===== src/rtl/stream_demux_1ton.sv =====
// rtl/stream_demux_1ton.sv - registered 1-to-N packet demultiplexer with addressed and round-robin steering
module stream_demux_1ton #(
  parameter int DW    = 8,
  parameter int N_CH  = 8,
  parameter int SEL_W = 3
) (
  input  logic              clk,
  input  logic              rst,
  input  logic              mode,
  input  logic [SEL_W-1:0]  sel,
  input  logic              in_valid,
  output logic              in_ready,
  input  logic [DW-1:0]     in_data,
  input  logic              in_last,
  output logic [N_CH-1:0]   out_valid,
  input  logic [N_CH-1:0]   out_ready,
  output logic [DW-1:0]     out_data,
  output logic              out_last,
  output logic [7:0]        drop_cnt
);

  typedef enum logic [1:0] {
    ST_IDLE = 2'd0,
    ST_PASS = 2'd1,
    ST_DROP = 2'd2
  } state_t;

  // One extra bit so N_CH == 2**SEL_W still compares correctly.
  localparam logic [SEL_W:0]   LP_NCH    = (SEL_W+1)'(N_CH);
  localparam logic [SEL_W-1:0] LP_RR_MAX = SEL_W'(N_CH - 1);

  state_t             r_state;
  state_t             w_next_state;

  // Output slot
  logic               r_vld;
  logic [SEL_W-1:0]   r_ch;
  logic [DW-1:0]      r_data;
  logic               r_last;

  // Packet context held from first to last beat
  logic [SEL_W-1:0]   r_lock;
  logic               r_lock_mode;
  logic [SEL_W-1:0]   r_rr;
  logic [7:0]         r_drop;

  logic [N_CH-1:0]    w_slot_sel;
  logic               w_slot_free;
  logic               w_in_ready;
  logic               w_acc;
  logic               w_oor;
  logic               w_route;
  logic [SEL_W-1:0]   w_route_ch;
  logic               w_lock_load;
  logic               w_drop_pkt;
  logic               w_rr_adv;

  // The slot frees when empty or when its owning channel takes the beat this cycle.
  assign w_slot_sel  = {{(N_CH-1){1'b0}}, 1'b1} << r_ch;
  assign w_slot_free = ~r_vld | (|(out_ready & w_slot_sel));
  assign w_in_ready  = (r_state == ST_DROP) | w_slot_free;
  assign w_acc       = in_valid & w_in_ready;
  assign w_oor       = ~mode & ({1'b0, sel} >= LP_NCH);

  assign in_ready  = w_in_ready;
  assign out_valid = r_vld ? w_slot_sel : '0;
  assign out_data  = r_data;
  assign out_last  = r_last;
  assign drop_cnt  = r_drop;

  // State register
  always_ff @(posedge clk) begin
    if (rst) begin
      r_state <= ST_IDLE;
    end else begin
      r_state <= w_next_state;
    end
  end

  // Next-state: packet boundaries are decided on the first accepted beat only
  always_comb begin
    w_next_state = r_state;
    case (r_state)
      ST_IDLE: begin
        if (w_acc && !in_last) begin
          w_next_state = w_oor ? ST_DROP : ST_PASS;
        end
      end
      ST_PASS, ST_DROP: begin
        if (w_acc && in_last) begin
          w_next_state = ST_IDLE;
        end
      end
      default: w_next_state = ST_IDLE;
    endcase
  end

  // FSM outputs: routing decision, lock load, drop and pointer-advance strobes
  always_comb begin
    w_route     = 1'b0;
    w_route_ch  = r_lock;
    w_lock_load = 1'b0;
    w_drop_pkt  = 1'b0;
    w_rr_adv    = 1'b0;
    case (r_state)
      ST_IDLE: begin
        w_route_ch = mode ? r_rr : sel;
        if (w_acc) begin
          if (w_oor) begin
            w_drop_pkt = 1'b1;
          end else begin
            w_route     = 1'b1;
            w_lock_load = 1'b1;
            w_rr_adv    = mode & in_last;
          end
        end
      end
      ST_PASS: begin
        if (w_acc) begin
          w_route  = 1'b1;
          w_rr_adv = r_lock_mode & in_last;
        end
      end
      default: ;
    endcase
  end

  // Output slot: reload on a routed beat, otherwise empty once drained
  always_ff @(posedge clk) begin
    if (rst) begin
      r_vld  <= 1'b0;
      r_ch   <= '0;
      r_data <= '0;
      r_last <= 1'b0;
    end else if (w_route) begin
      r_vld  <= 1'b1;
      r_ch   <= w_route_ch;
      r_data <= in_data;
      r_last <= in_last;
    end else if (w_slot_free) begin
      r_vld  <= 1'b0;
    end
  end

  // Packet lock: channel and steering mode captured at packet start
  always_ff @(posedge clk) begin
    if (rst) begin
      r_lock      <= '0;
      r_lock_mode <= 1'b0;
    end else if (w_lock_load) begin
      r_lock      <= w_route_ch;
      r_lock_mode <= mode;
    end
  end

  // Round-robin pointer: moves on to the next channel after each delivered round-robin packet
  always_ff @(posedge clk) begin
    if (rst) begin
      r_rr <= '0;
    end else if (w_rr_adv) begin
      r_rr <= (r_rr == LP_RR_MAX) ? '0 : r_rr + 1'b1;
    end
  end

  // Drop counter: one count per discarded packet, sticks at 255
  always_ff @(posedge clk) begin
    if (rst) begin
      r_drop <= '0;
    end else if (w_drop_pkt && (r_drop != 8'hFF)) begin
      r_drop <= r_drop + 8'd1;
    end
  end

endmodule


===== config.mk =====
export PLATFORM = sky130hd
export DESIGN_NAME = stream_demux_1ton
export DESIGN_NICKNAME = d
export VERILOG_FILES = /design/src/rtl/stream_demux_1ton.sv
export SDC_FILE = /design/constraint.sdc
export NUM_CORES = 1
export LEC_CHECK = 0
export BUFFER_PORTS_ARGS = -buffer_cell sky130_fd_sc_hd__buf_2
export CAP_MARGIN = 20
export CELL_PAD_IN_SITES_DETAIL_PLACEMENT = 1
export CELL_PAD_IN_SITES_GLOBAL_PLACEMENT = 2
export CORE_MARGIN = 1
export CORE_UTILIZATION = 26
export DETAILED_ROUTE_END_ITERATION = 8
export GPL_ROUTABILITY_DRIVEN = 0
export GPL_TIMING_DRIVEN = 0
export PLACE_DENSITY_LB_ADDON = 0.3
export SYNTH_ARGS = -nofsm -noshare
export SYNTH_HDL_FRONTEND = slang
export SYNTH_SLANG_ARGS = --single-unit

===== constraint.sdc =====
create_clock -name clk -period 2.15 [get_ports clk]
set_input_delay 0.43 -clock clk [delete_from_list [all_inputs] [get_ports clk]]
set_output_delay 0.43 -clock clk [all_outputs]
set_load 0.005 [all_outputs]

==> run summary, run 1 <==
Crit Path Max Fanout: 9
Reg-to-Reg Start: r_ch[0]$_SDFFE_PP0P_
Worst-skew pair later-pin latency: 0.25 ns
Hold buffers post-CTS: 0
Die Wd: 70.0 um
First-pass GRT wire length: 5.27 mm
Cell Chain, Critical Path: buf_6 > mux4_2 > a22oi_4 > nand2_1 > buf_2
Fmax: 0.482 GHz
Clk root buf: clkbuf_8
Ys flop type: dfxtp_1
Number of global-route vias before repair: 1164
Synth top area share: 0.350
# clock sinks: 21
Drc violations: 0
CTS clock-pin slew for the worst setup and hold paths: 0.07 ns
Critical path's largest stage delay: 0.55 ns
I/O pin total: 50
H-tree levels: 1
Yosys Warn Count: 0
Synth area leaders: dfxtp_1 35%, mux2i_1 14%, nand2_1 10%, buf_4 5.0%, o211ai_1 3.7%
Antenna cells: 0
Final ANT Viol Nets: 0
Critical Path End Type: output port
DR WL/cell: 13.0 um
Hold path startpoint: in_data[5]
DR vias: 1112
Final min period: 2.07 ns
Post-synth top cells: 33 x nand2_1, 21 x dfxtp_1, 17 x mux2i_1
Worst Path Required: 1.72 ns
Max-cap violations: 0
Tot GR Track Use: 0.134
Die Y: 70.0 um
Setup crit start kind: flop
Utilization after layout: 0.355
Min-Delay Path Class: in2reg
DP Wirelength: 2.46 mm
Port bufs: 40
PD cells: 585 nW/um^2
Post-Syn Area: 1200 sq um
Crit Path Class: reg2out
Post-detailed-routing wire length: 3.13 mm
Fin Hold WS: 0.419 ns
Area delta synth->final: 30.2%
CTS Buf Count: 3
Starting DRT DRC Count: 22
Setup TNS: 0 ns
Finished Layout Cells: 240
Synthesized instance count: 136
Die area: 4900 sq um
Pleak: 0.795 nW
Seq/Total Area, Yosys: 0.350
NumNets Final: 215
Vias/cell: 4.63
Final setup fails: 0
Worst setup path startpoint: r_ch[0]$_SDFFE_PP0P_
Pin count of the biggest net entering global routing: 12
Unrepaired setup endpoints after global routing: no
CP max stage cell: mux4_2
Worst vdd ir: 0.000297 V
Starting density of the core: 0.272
CTS tree: built
Initial antenna violation count: 0
Cells after DPL: 235
EDFF count, synth: 0
Final Skew: 0.00422 ns
Number of buffers and inverters on the critical path: 2
CP top delay family: multiplexers
CORE AREA: 4410 sq um
Layout cells sized above 1: 0.356
Overflow after GRT: 0
Final Hold Violating Endpoints: 0
Top cell type by total area after synthesis: dfxtp_1
Drt pass-1 iters: 4
Synthesized area per cell: 8.84 sq um
Post-synth ARST share: 0
Status: finished clean
Final Max Tran Viols: 0
Post-synth cell types: 32
Tcrit/Tclk final: 0.965
Max clock buf depth: 2
Count leader, synth: nand2_1
Flop and latch count out of synthesis: 21
Row count: 24
Data arrival time of the worst path: 1.64 ns
## worst min-delay path, cell delays in order
cell and delay, ns:
buf_2 0.09, nand2_1 0.04, mux2i_1 0.05
## flip-flops by register name, summed over array words and instances (netlist names)
| name | count |
|---|---|
| r_lock_mode | 1 |
| r_state | 1 |
| out_last | 1 |
| r_ch | 3 |
| r_vld | 1 |
| r_rr | 3 |
| r_lock | 3 |
| out_data | 8 |
## per-stage QoR
step	worst slack [ns]	instance area, sq um	power, mW
after floorplan	0.387	1230	0.587
after global placement	0.164	1490	0.650
after detailed placement	0.157	1490	0.660
after CTS	0.0511	1550	0.923
after global routing	0.00627	1570	0.975
final	0.0763	1570	0.915
## placed cells by master (no fill, tap or decap), types with 2 or more instances in the layout
cell / instances
o211a_1: 4
clkbuf_1: 5
dfxtp_1: 21
buf_4: 10
nand2b_1: 2
mux2i_1: 17
buf_6: 2
ha_1: 2
inv_1: 2
o211ai_1: 6
buf_2: 40
nand2_1: 33
clkbuf_8: 3
inv_2: 2
nor2_1: 7
nor2b_1: 3
mux2_2: 3
nor3_1: 3
conb_1: 8
## per-layer routing
layer / track usage / up-vias / part of all wire
met4: 0.0600 / 0 / 0.015
met3: 0.0202 / 4 / 0.059
met5: 0 / - / 0
met1: 0.158 / 506 / 0.45
li1: - / 557 / -
met2: 0.238 / 45 / 0.48
## area by class of cell
class | instances | area, sq um
Buffer | 14 | 97.6
Clock buffer | 4 | 45.0
Fill cell | 534 | 2850
Inverter | 4 | 15.0
Multi-Input combinational cell | 103 | 707
Sequential cell | 21 | 420
Tap cell | 52 | 65.1
Timing Repair Buffer | 42 | 215
## power by group
group / switching (mW) / leakage, nW / internal, mW
logic: 0.113 / 0.600 / 0.109
registers: 0.0217 / 0.173 / 0.417
clock network: 0.123 / 0.0228 / 0.132
total: 0.258 / 0.795 / 0.658
## kinds of logic after synthesis
family / Yosys count / synth area share
other cells: 1 / 0.00312
buf+inv: 19 / 0.0968
compound gates: 22 / 0.164
mux: 22 / 0.198
flops: 21 / 0.350
simple gates: 49 / 0.168
fa+ha+maj: 2 / 0.0208
## what timing repair did
action                                  in CTS  in global routing
setup buffers                                1                  1
pin swaps                                    1                  0
endpoints found under the setup margin       1                  1
gates resized for setup                      1                  1
## worst paths after layout
check | to | cells past startpoint | slack [ns]
min reg2reg | out_data[3]$_SDFFE_PP0P_ | 2 | 0.46
max | in_ready | 5 | 0.08
min | out_data[5]$_SDFFE_PP0P_ | 3 | 0.42
max reg2reg | r_ch[2]$_SDFFE_PP0P_ | 6 | 0.19
No activity file was read; power rests on OpenSTA's default activity.
==> run 2: changes to the inputs <==
--- a/config.mk
+++ b/config.mk
@@ -15,4 +15,5 @@
 export GPL_ROUTABILITY_DRIVEN = 0
 export GPL_TIMING_DRIVEN = 0
+export HOLD_SLACK_MARGIN = 0.02
 export PLACE_DENSITY_LB_ADDON = 0.3
 export SYNTH_ARGS = -nofsm -noshare
==> constraint.sdc (replaced) <==
create_clock -name clk -period 2.15 [get_ports clk]
set_input_delay 0.3225 -clock clk [delete_from_list [all_inputs] [get_ports clk]]
set_output_delay 0.3225 -clock clk [all_outputs]
set_load 0.005 [all_outputs]
==> run 2 against run 1 <==
- total power shrank 1.2%
- worst setup slack better by 0.011 ns
- register-to-register slack improved by 0.12 ns
- sequential power hardly changed
- clock power about the same
- count of clock-buffer cells in the layout unchanged
- clock skew is essentially flat
- hold slack got worse by 0.11 ns
- sequential share of layout area increased by 0.41 points
- critical path depth unchanged
- critical path type unchanged
- largest cell class unchanged
==> run summary, run 2 (same netlist as run 1, synthesis figures left out) <==
Clk root buf: clkbuf_8 (unchanged)
CTS tree: built (unchanged)
Fmax: 0.485 GHz (was 0.482 GHz)
First-pass GRT wire length: 5.24 mm (was 5.27 mm)
Pleak: 0.785 nW (was 0.795 nW)
Hold buffers post-CTS: 0 (unchanged)
Starting DRT DRC Count: 25 (was 22)
Area post-placement: 1490 sq um (unchanged)
Final Max Tran Viols: 0 (unchanged)
Reg2Reg Capture Point: r_ch[2]$_SDFFE_PP0P_ (unchanged)
Die Wd: 70.0 um (unchanged)
Commonest non-fill, non-tap cells in the layout: 40 x buf_2, 33 x nand2_1, 21 x dfxtp_1 (unchanged)
Cells after DPL: 235 (unchanged)
Fillers: 530 (was 534)
DP Wirelength: 2.46 mm (unchanged)
PD cells: 587 nW/um^2 (was 585 nW/um^2)
H-tree levels: 1 (unchanged)
Setup crit start kind: flop (unchanged)
Initial antenna violation count: 0 (unchanged)
# clock sinks: 21 (unchanged)
Finished Layout Cells: 238 (was 240)
Area delta synth->final: 28.2% (was 30.2%)
Final min period: 2.06 ns (was 2.07 ns)
Unrepaired setup endpoints after global routing: no (unchanged)
Vias/cell: 4.63 (about the same)
Final Skew: 0.00417 ns (was 0.00422 ns)
I/O pin total: 50 (unchanged)
Layout cells sized above 1: 0.349 (was 0.356)
Final ANT Viol Nets: 0 (unchanged)
NumNets Final: 213 (was 215)
CP endpoint: in_ready (unchanged)
Worst setup path startpoint: r_ch[0]$_SDFFE_PP0P_ (unchanged)
Drc violations: 0 (unchanged)
Pin count of the biggest net entering global routing: 12 (unchanged)
Row count: 24 (unchanged)
Worst Path Required: 1.83 ns (was 1.72 ns)
CTS clock-pin slew for the worst setup and hold paths: 0.07 ns (about the same)
Drt pass-1 iters: 4 (unchanged)
DR vias: 1102 (was 1112)
Number of global-route vias before repair: 1156 (was 1164)
CORE AREA: 4410 sq um (unchanged)
Tcrit/Tclk final: 0.959 (was 0.965)
Reg2Reg Depth: 5 (was 6)
Postcts setup bufs: 0 (was 1)
Worst-skew pair later-pin latency: 0.25 ns (about the same)
Crit Path Max Fanout: 9 (unchanged)
Die Y: 70.0 um (unchanged)
Overflow after GRT: 0 (unchanged)
Final Hold Violating Endpoints: 0 (unchanged)
CTS Buf Count: 3 (unchanged)
Port bufs: 40 (unchanged)
Setup TNS: 0 ns (unchanged)
Starting density of the core: 0.272 (unchanged)
Largest register FFs: 8 (unchanged)
Die area: 4900 sq um (unchanged)
Worst vdd ir: 0.000297 V (about the same)
Critical Path End Type: output port (unchanged)
Final setup fails: 0 (unchanged)
Max-cap violations: 0 (unchanged)
Max clock buf depth: 2 (unchanged)
Worst R2R Setup Slack: 0.31 ns (was 0.19 ns)
Antenna cells: 0 (unchanged)
Status: finished clean (unchanged)
Reg-to-Reg Start: r_ch[0]$_SDFFE_PP0P_ (unchanged)
Min-Delay Path Class: in2reg (unchanged)
Commonest non-fill, non-tap cell in the layout: buf_2 (unchanged)
Data arrival time of the worst path: 1.74 ns (was 1.64 ns)
Fin area: 1540 sq um (was 1570 sq um)
Utilization after layout: 0.349 (was 0.355)
DR WL/cell: 13.0 um (about the same)
Post-detailed-routing wire length: 3.09 mm (was 3.13 mm)
Fin Hold WS: 0.311 ns (was 0.419 ns)
Crit Path Class: reg2out (unchanged)
Tot GR Track Use: 0.133 (was 0.134)
==> run 2: changes by cell type in the layout (fill, tap and decap cells not counted), sizes merged <==
cell  delta
buf      -2
==> run 2: area by class of cell <==
class | count | area [sq um] | share of cell area
buffer | 14 | 97.6 | 0.0633
timing repair buffer | 40 | 200 | 0.130
clock buffer | 4 | 45.0 | 0.0292
sequential | 21 | 420 | 0.273
inverter | 4 | 15.0 | 0.00974
tap | 52 | 65.1 | 0.0422
multi-input combinational | 103 | 698 | 0.453
==> run 2: what timing repair did <==
| item | in CTS | in global routing |
|---|---|---|
| resized for setup | 0 | 1 |
| pin swaps | 0 | 1 |
| endpoints found under the setup margin | 1 | 1 |
==> run 2: report_power, final <==
| group | total [mW] | internal [mW] | switching (mW) | leakage (nW) |
|---|---|---|---|---|
| clock network | 0.254 | 0.132 | 0.123 | 0.0228 |
| logic | 0.213 | 0.102 | 0.111 | 0.590 |
| registers | 0.438 | 0.417 | 0.0208 | 0.173 |
==> run 2: stage by stage <==
stage          setup slack, ns  power (mW)
5_1_grt                0.00102       0.964
3_5_place_dp             0.223       0.660
4_1_cts                 0.0333       0.918
2_1_floorplan            0.387       0.587
6_report                0.0876       0.905
3_3_place_gp             0.253       0.650
==> run 2: worst min-delay path by stage <==
stage	startpoint	end	slack [ns]	cells after the start
floorplan	rst	r_vld$_SDFFE_PP0P_	0.39	1
global placement	out_data[3]$_SDFFE_PP0P_	out_data[3]$_SDFFE_PP0P_	0.44	2
detailed placement	out_data[4]$_SDFFE_PP0P_	out_data[4]$_SDFFE_PP0P_	0.45	2
CTS	in_data[5]	out_data[5]$_SDFFE_PP0P_	0.30	3
global route	rst	r_vld$_SDFFE_PP0P_	0.30	2
finish	in_data[5]	out_data[5]$_SDFFE_PP0P_	0.31	3
==> run 2: worst max-delay path, stage by stage, from the launching register on <==
cell	delay [ns]
dfxtp_1	0.33
buf_6	0.13
mux4_2	0.55
a22oi_4	0.26
nand2_1	0.08
buf_2	0.14
==> run 2: metal layers <==
layer  vias to the layer above  global-route usage  part of all wire
met1                       500               0.158              0.44
met3                         4              0.0202             0.060
met2                        45               0.236              0.48
met5                         -                   0                 0
met4                         0              0.0600             0.016
li1                        553                   -                 -
